[src/rtl/keypad_scan_decoder.sv]
// 4x4 matrix keypad scanner: walks one active-low column, debounces the synchronised rows,
// and pulses valid for one cycle with the hex code of each accepted key press.
module keypad_scan_decoder #(
    parameter int SCAN_DIV         = 250_000,
    parameter int DEBOUNCE_SAMPLES = 4
) (
    input  logic       clk,
    input  logic       reset,
    input  logic [3:0] keyPad_row,
    output logic [3:0] keyPad_column,
    output logic [3:0] digit,
    output logic       valid,
    output logic       key_down
);
    localparam int SW = $clog2(SCAN_DIV);
    localparam int CW = $clog2(DEBOUNCE_SAMPLES + 1);
    localparam logic [SW-1:0] SLOT_LAST = SW'(SCAN_DIV - 1);
    localparam logic [CW-1:0] CNT_LAST  = CW'(DEBOUNCE_SAMPLES - 1);

    typedef enum logic [1:0] {SCAN, DEBOUNCE, HELD} state_t;

    state_t        state;
    logic [3:0]    rs_meta;
    logic [3:0]    rs;
    logic [SW-1:0] slot;
    logic [CW-1:0] cnt;
    logic [1:0]    col;
    logic [1:0]    lat_row;
    logic          sample;
    logic          one_low;
    logic [1:0]    low_row;

    function automatic logic [3:0] key_code(input logic [1:0] r, input logic [1:0] c);
        logic [3:0] code;
        case ({r, c})
            4'h0: code = 4'h1;
            4'h1: code = 4'h2;
            4'h2: code = 4'h3;
            4'h3: code = 4'hA;
            4'h4: code = 4'h4;
            4'h5: code = 4'h5;
            4'h6: code = 4'h6;
            4'h7: code = 4'hB;
            4'h8: code = 4'h7;
            4'h9: code = 4'h8;
            4'hA: code = 4'h9;
            4'hB: code = 4'hC;
            4'hC: code = 4'h0;
            4'hD: code = 4'hF;
            4'hE: code = 4'hE;
            default: code = 4'hD;
        endcase
        return code;
    endfunction

    assign sample        = (slot == SLOT_LAST);
    assign keyPad_column = ~(4'b0001 << col);

    // Exactly one low row is a press; none or several low rows are ignored.
    always_comb begin
        one_low = 1'b1;
        low_row = 2'd0;
        case (rs)
            4'b1110: low_row = 2'd0;
            4'b1101: low_row = 2'd1;
            4'b1011: low_row = 2'd2;
            4'b0111: low_row = 2'd3;
            default: one_low = 1'b0;
        endcase
    end

    always_ff @(posedge clk or negedge reset) begin
        if (!reset) begin
            state    <= SCAN;
            rs_meta  <= 4'hF;
            rs       <= 4'hF;
            slot     <= '0;
            cnt      <= '0;
            col      <= 2'd0;
            lat_row  <= 2'd0;
            digit    <= 4'h0;
            valid    <= 1'b0;
            key_down <= 1'b0;
        end else begin
            rs_meta <= keyPad_row;
            rs      <= rs_meta;
            valid   <= 1'b0;
            slot    <= sample ? '0 : slot + 1'b1;
            if (sample) begin
                case (state)
                    SCAN: begin
                        if (one_low) begin
                            lat_row <= low_row;
                            if (DEBOUNCE_SAMPLES == 1) begin
                                digit    <= key_code(low_row, col);
                                valid    <= 1'b1;
                                key_down <= 1'b1;
                                cnt      <= '0;
                                state    <= HELD;
                            end else begin
                                cnt   <= CW'(1);
                                state <= DEBOUNCE;
                            end
                        end else begin
                            col <= col + 2'd1;
                        end
                    end
                    DEBOUNCE: begin
                        if (one_low && low_row == lat_row) begin
                            if (cnt == CNT_LAST) begin
                                digit    <= key_code(lat_row, col);
                                valid    <= 1'b1;
                                key_down <= 1'b1;
                                cnt      <= '0;
                                state    <= HELD;
                            end else begin
                                cnt <= cnt + CW'(1);
                            end
                        end else begin
                            cnt   <= '0;
                            col   <= col + 2'd1;
                            state <= SCAN;
                        end
                    end
                    HELD: begin
                        // Only a run of all-high samples ends a hold; any low row restarts the run.
                        if (rs == 4'hF) begin
                            if (cnt == CNT_LAST) begin
                                cnt      <= '0;
                                col      <= col + 2'd1;
                                key_down <= 1'b0;
                                state    <= SCAN;
                            end else begin
                                cnt <= cnt + CW'(1);
                            end
                        end else begin
                            cnt <= '0;
                        end
                    end
                    default: state <= SCAN;
                endcase
            end
        end
    end
endmodule

[config.mk]
export PLATFORM = sky130hd
export DESIGN_NAME = keypad_scan_decoder
export DESIGN_NICKNAME = d
export VERILOG_FILES = /design/src/rtl/keypad_scan_decoder.sv
export SDC_FILE = /design/constraint.sdc
export NUM_CORES = 1
export LEC_CHECK = 0
export BUFFER_PORTS_ARGS = -buffer_cell sky130_fd_sc_hd__buf_2
export CORE_ASPECT_RATIO = 1.4
export CORE_MARGIN = 5
export CORE_UTILIZATION = 64
export DETAILED_ROUTE_END_ITERATION = 10
export GPL_TIMING_DRIVEN = 0
export PLACE_DENSITY = 0.84
export SETUP_SLACK_MARGIN = 0.3
export SYNTH_ARGS = -nofsm -noshare
export SYNTH_HDL_FRONTEND = slang
export SYNTH_SLANG_ARGS = --single-unit
[constraint.sdc]
create_clock -name clk -period 4.9 [get_ports clk]
set_input_delay 0.98 -clock clk [delete_from_list [all_inputs] [get_ports clk]]
set_output_delay 0.98 -clock clk [all_outputs]
set_load 0.005 [all_outputs]
# Yosys cells after proc, flatten, opt, wreduce, memory -nomap -nowiden
# Memory sizes are Yosys's and may differ from the RTL's. A register that Yosys moved wholly into a read port is not among the register bits.
# Cells that the tools add are included.
totals:
  romBits: 64
  inputBits: 6
  memories: 1
  regBits: 37
  output_inout_bits: 10
  wordCells: 73
classes:
  eq_ne: 18
  addsub: 3
  n_reduce_logical: 12
  shift: 1
  mux: 28
  bitwise_logic: 1
mem_list:
  columns: ["name", "words", "width", "read_ports", "rd_ports_with_merged_regs", "write_ports", "line_no", "rtl"]
  rows:
  - ["(name not given)", 16, 4, 1, 1, 0, "35", "case ({r, c})"]
ops:
  columns: ["operator", "count"]
  rows:
  - ["$add A18 B1 Y18 const B", 1]
  - ["$eq A18 B18 Y1 const B", 1]
  - ["$mux W18", 1]
  - ["$mux W2", 9]
  - ["$pmux W2 S3", 3]
  - ["$eq A4 B4 Y1 const B", 4]
  - ["$ne A2 B2 Y1 const B", 7]
  - ["$mux W3", 4]
  - ["$reduce_and A6 Y1", 2]
  - ["$mux W1", 9]
  - ["$pmux W3 S3", 1]
  - ["$reduce_and A3 Y1", 2]
  - ["$reduce_and A5 Y1", 1]
  - ["$eq A4 B3 Y1 const B", 1]
  - ["$not A4 Y4", 1]
  - ["$reduce_and A4 Y1", 1]
  - ["$reduce_or A4 Y1", 1]
  - ["$shl A1 B2 Y4 const A", 1]
  - ["$add A3 B1 Y3 const B", 1]
  - ["$eq A3 B2 Y1 const B", 1]
  - ["$ne A3 B3 Y1 const B", 1]
  - ["$reduce_bool A3 Y1", 1]
  - ["$add A2 B1 Y2 const B", 1]
  - ["$eq A2 B1 Y1 const B", 1]
  - ["7 further kinds", 7]

# Depth between registers and ports, before layout
depth:
  depth_word: 7
  mapped_depth: 7
  depth_no_buf: 7

# Least setup slack after synthesis
# Ideal clock, no wire load.
synth_path:
  path_type: "register -> register"
  startpoint: "register slot[13]"
  endpoint: "register state[0]"
  required_ns: 4.775
  n_path_buf: 0
  setup_ns: 0.125
  setup_slack_ns: 2.866
  path_stages_with_launch: 6
  t_arrival_ns: 1.909
  cell_sequence: "dfrtp_1 > or3b_4 > or3_4 > nor4b_4 > o21ai_2 > mux2_4"
synth_via:
  elab_chain_len: 2
synth_rtl:
  columns: ["element", "line_no", "rtl"]
  rows:
  - ["from (decl)", "25", "logic [SW-1:0] slot;"]
  - ["from (signal assigned)", "88", "slot <= sample ? '0 : slot + 1'b1;"]
  - ["$eq A18 B18 Y1", "56", "assign sample = (slot == SLOT_LAST);"]
  - ["$reduce_and A5 Y1 (no source line)", null, null]
  - ["to (signal assigned)", "74", "state <= SCAN;"]
  - ["to (signal assigned)", "99", "state <= HELD;"]
  - ["to (signal assigned)", "102", "state <= DEBOUNCE;"]
  - ["to (decl)", "22", "state_t state;"]
# Every way passes these cells.
# A chain may end at the register's enable or synchronous reset.

# Worst setup path in the final report
layout_path:
  startpoint: "register rs[3]"
  endpoint: "register digit[3]"
layout_via:
  elab_chain_len: 5
layout_rtl:
  columns: ["element", "line_no", "rtl"]
  rows:
  - ["from (decl)", "24", "logic [3:0] rs;"]
  - ["from (signal assigned)", "86", "rs <= rs_meta;"]
  - ["$eq A4 B3 Y1 / $eq A4 B4 Y1 (equally long branches)", "63", "case (rs)"]
  - ["$pmux W2 S3 / $reduce_or A4 Y1 (equally long branches)", null, null]
  - ["$eq A2 B2 Y1 / $mux W1 (equally long branches)", "109, 63", null]
  - ["$logic_and A1 B1 Y1 (*)", "109", "if (one_low && low_row == lat_row) begin"]
  - ["$reduce_and A4 Y1 (no source line) (*)", null, null]
  - ["to (decl)", "11", "output logic [3:0] digit,"]
# Mark *: on every way between the ends. The rest lies on a longest branch, timed or not.

==> metrics.txt <==
status=finished clean; EDFF count, synth=0; row count=25; I/O Buffers=15; Most used DFF post-synth=dfrtp_1; Layout fillers=230; Max-slew headroom=42.98%; largest net degree at the start of global routing=42; Place WS=2.606 ns; Max Slew Vio Count=0; top-count cell post-synth=dfrtp_1; Syn. warnings=0; Synth Instances=197; measured slew at the worst slew-check pin=0.8553 ns; final period utilization=47.70%; RD Place Congestion=0.8128; CTS tree=built; Clock Sinks=41; PostCTS Resize Cnt=0; clk slew on worst S/H paths=0.08 ns; Setup TNS Final=0 ns; final setup vio count=0; Worst setup SP type=register; post-synth top area cell=dfrtp_1; Max clock buf depth=2; Worst VDD drop=0.2843 mV; RSZ-0062 raised after global routing=false; core area=3316 um2; Avg Cell Area, Syn=10.88 um2; DR WL/cell=15.68 um; Yosys cell types=47; DRT Pass-1 Iters=4; hold_ws=0.3581 ns; global-route wire length before repair=6.934 mm; minimum clock period=2.337 ns; DPL Wire Length=2.944 mm; post-route ant nets=0; PnR worst setup slack=2.563 ns; die span in y=78.47 um; total power=0.6950 mW; post-CTS setup buffer count=0; GR Util All Layers=19.95%; top cell type's share of synthesized area=38.53%; final hold viol count=0; Num CTS Buffers=5; Clock Latency Late Sink=0.31 ns; Critical Path RT=5.09 ns; Root Buffer=clkbuf_8; full die area=4623 um2; fin cells=260; P_leak=1.105 nW; Post-route DRC=0; initial antenna violation count=0; Die X=58.91 um; sequential area share after synthesis=48.34%; Arr. time, crit path=2.53 ns; final non-filler cell area=2406 um2; Final Util=72.57%; # placed instances=252; HP Class=reg -> reg; Nets=236; Cell Area, Synth=2143 um2; number of vias per cell=5.827; Min-Delay Path Depth=0; H-tree depth=2; CTS Hold Buffers Added=0; DP Area=2268 um2; CP endpoint kind=register; Initial Util=64.64%; GR Overflow Total=0; register bit count reported by yosys=41; Vias=1515; area grow syn2layout=12.26%; overall routed net length=4.076 mm; I/O pins=16; Net Count, Synth=214; Area contributors post-synth=dfrtp_1 (39%), dfstp_2 (9.8%), ha_1 (6.4%); PD cells=288.9 nW/um2; DRT iter0 DRCs=69; asr flop ratio synth=100.0%; Layout Skew=0.006059 ns; number of diodes=0; f_max=427.9 MHz; share of layout cells above drive strength 1=22.73%; top post-synthesis cells by count=dfrtp_1 (33), nand2_1 (14), inv_1 (13), ha_1 (11), nor2_1 (11); R2R depth=6; WS Path Type=reg -> reg; Max-Cap Viols=0; number of global-route vias before repair=1562; Worst Path Max Fanout=10
==> path summary, 6_finish.rpt <==
kind                       startpoint       end  slack (ns)
setup / recovery                rs[3]  digit[3]        2.56
hold / removal             rs_meta[1]     rs[1]        0.36
setup reg to reg                rs[3]  digit[3]        2.56
hold reg to reg            rs_meta[1]     rs[1]        0.36
max in group asynchronous       reset    cnt[2]        3.58
min in group asynchronous       reset    col[1]        0.77
==> power breakdown <==
part           total [mW]  switching [mW]  leakage, nW  internal (mW)
logic              0.0190          0.0135        0.505        0.00555
registers           0.346         0.00212        0.531          0.344
clock network       0.330           0.125       0.0687          0.205
total               0.695           0.140         1.10          0.555
==> placed cells by master, fill, tap and decap left out, drive strengths merged, types with 2 or more instances in the layout <==
cell type / instances
bufinv: 2
and2: 2
buf: 18
and4: 3
nand3: 8
ha: 11
xor2: 10
nor2b: 2
clkbuf: 8
or3: 2
nor2: 11
o21a: 2
nand4b: 3
dfstp: 8
and3: 8
mux2: 8
a21oi: 6
nor4bb: 2
nand2: 14
nand2b: 3
xnor2: 10
dfrtp: 33
nand4: 4
o31a: 2
o22ai: 3
mux2i: 2
nor4: 2
o21ai: 5
inv: 14
nor3: 3
==> critical path, cell delays in order, from the launching register on <==
cell	delay [ns]
dfstp_2	0.52
clkbuf_2	0.16
xor2_1	0.26
nor3b_1	0.29
o22ai_2	0.23
nor3_2	0.38
mux2_2	0.38
==> cells by family after synthesis <==
logic type                 share of synthesized area [%]
adders and majority gates                          6.421
buffers and inverters                              3.503
AOI/OAI and AO/OA                                  7.881
and+or+nand+nor                                    20.37
muxes                                              5.312
DFF                                                48.34
xor gates and xnor gates                           8.172
==> registers in the layout, summed over array words and instances, names as in the netlist <==
| name | count |
|---|---|
| slot | 18 |
| digit | 4 |
| rs | 4 |
| rs_meta | 4 |
| cnt | 3 |
| col | 2 |
| lat_row | 2 |
| state | 2 |
| key_down | 1 |
| valid | 1 |
==> area by class of cell <==
class                           count  area (um2)  area share [%]
Clock inverter                      3       68.82           2.860
Timing Repair Buffer               15       75.07           3.120
Tap cell                           40       50.05           2.080
Clock buffer                        5       68.82           2.860
Sequential cell                    41        1036           43.06
Buffer                              6       26.28           1.092
Multi-Input combinational cell    137        1032           42.90
Inverter                           13       48.80           2.028
==> routing by layer <==
| layer | up-vias | part of all wire (%) | routed length, um | global-route usage [%] |
|---|---|---|---|---|
| met4 | 0 | 2.6 | 105 | 13.83 |
| met2 | 31 | 56 | 2270 | 33.96 |
| met1 | 748 | 38 | 1539 | 20.39 |
| met3 | 9 | 3.9 | 160 | 5.428 |
| met5 | - | 0 | 0 | 0 |
| li1 | 727 | - | - | - |
No activity file was read; power rests on OpenSTA's default activity.
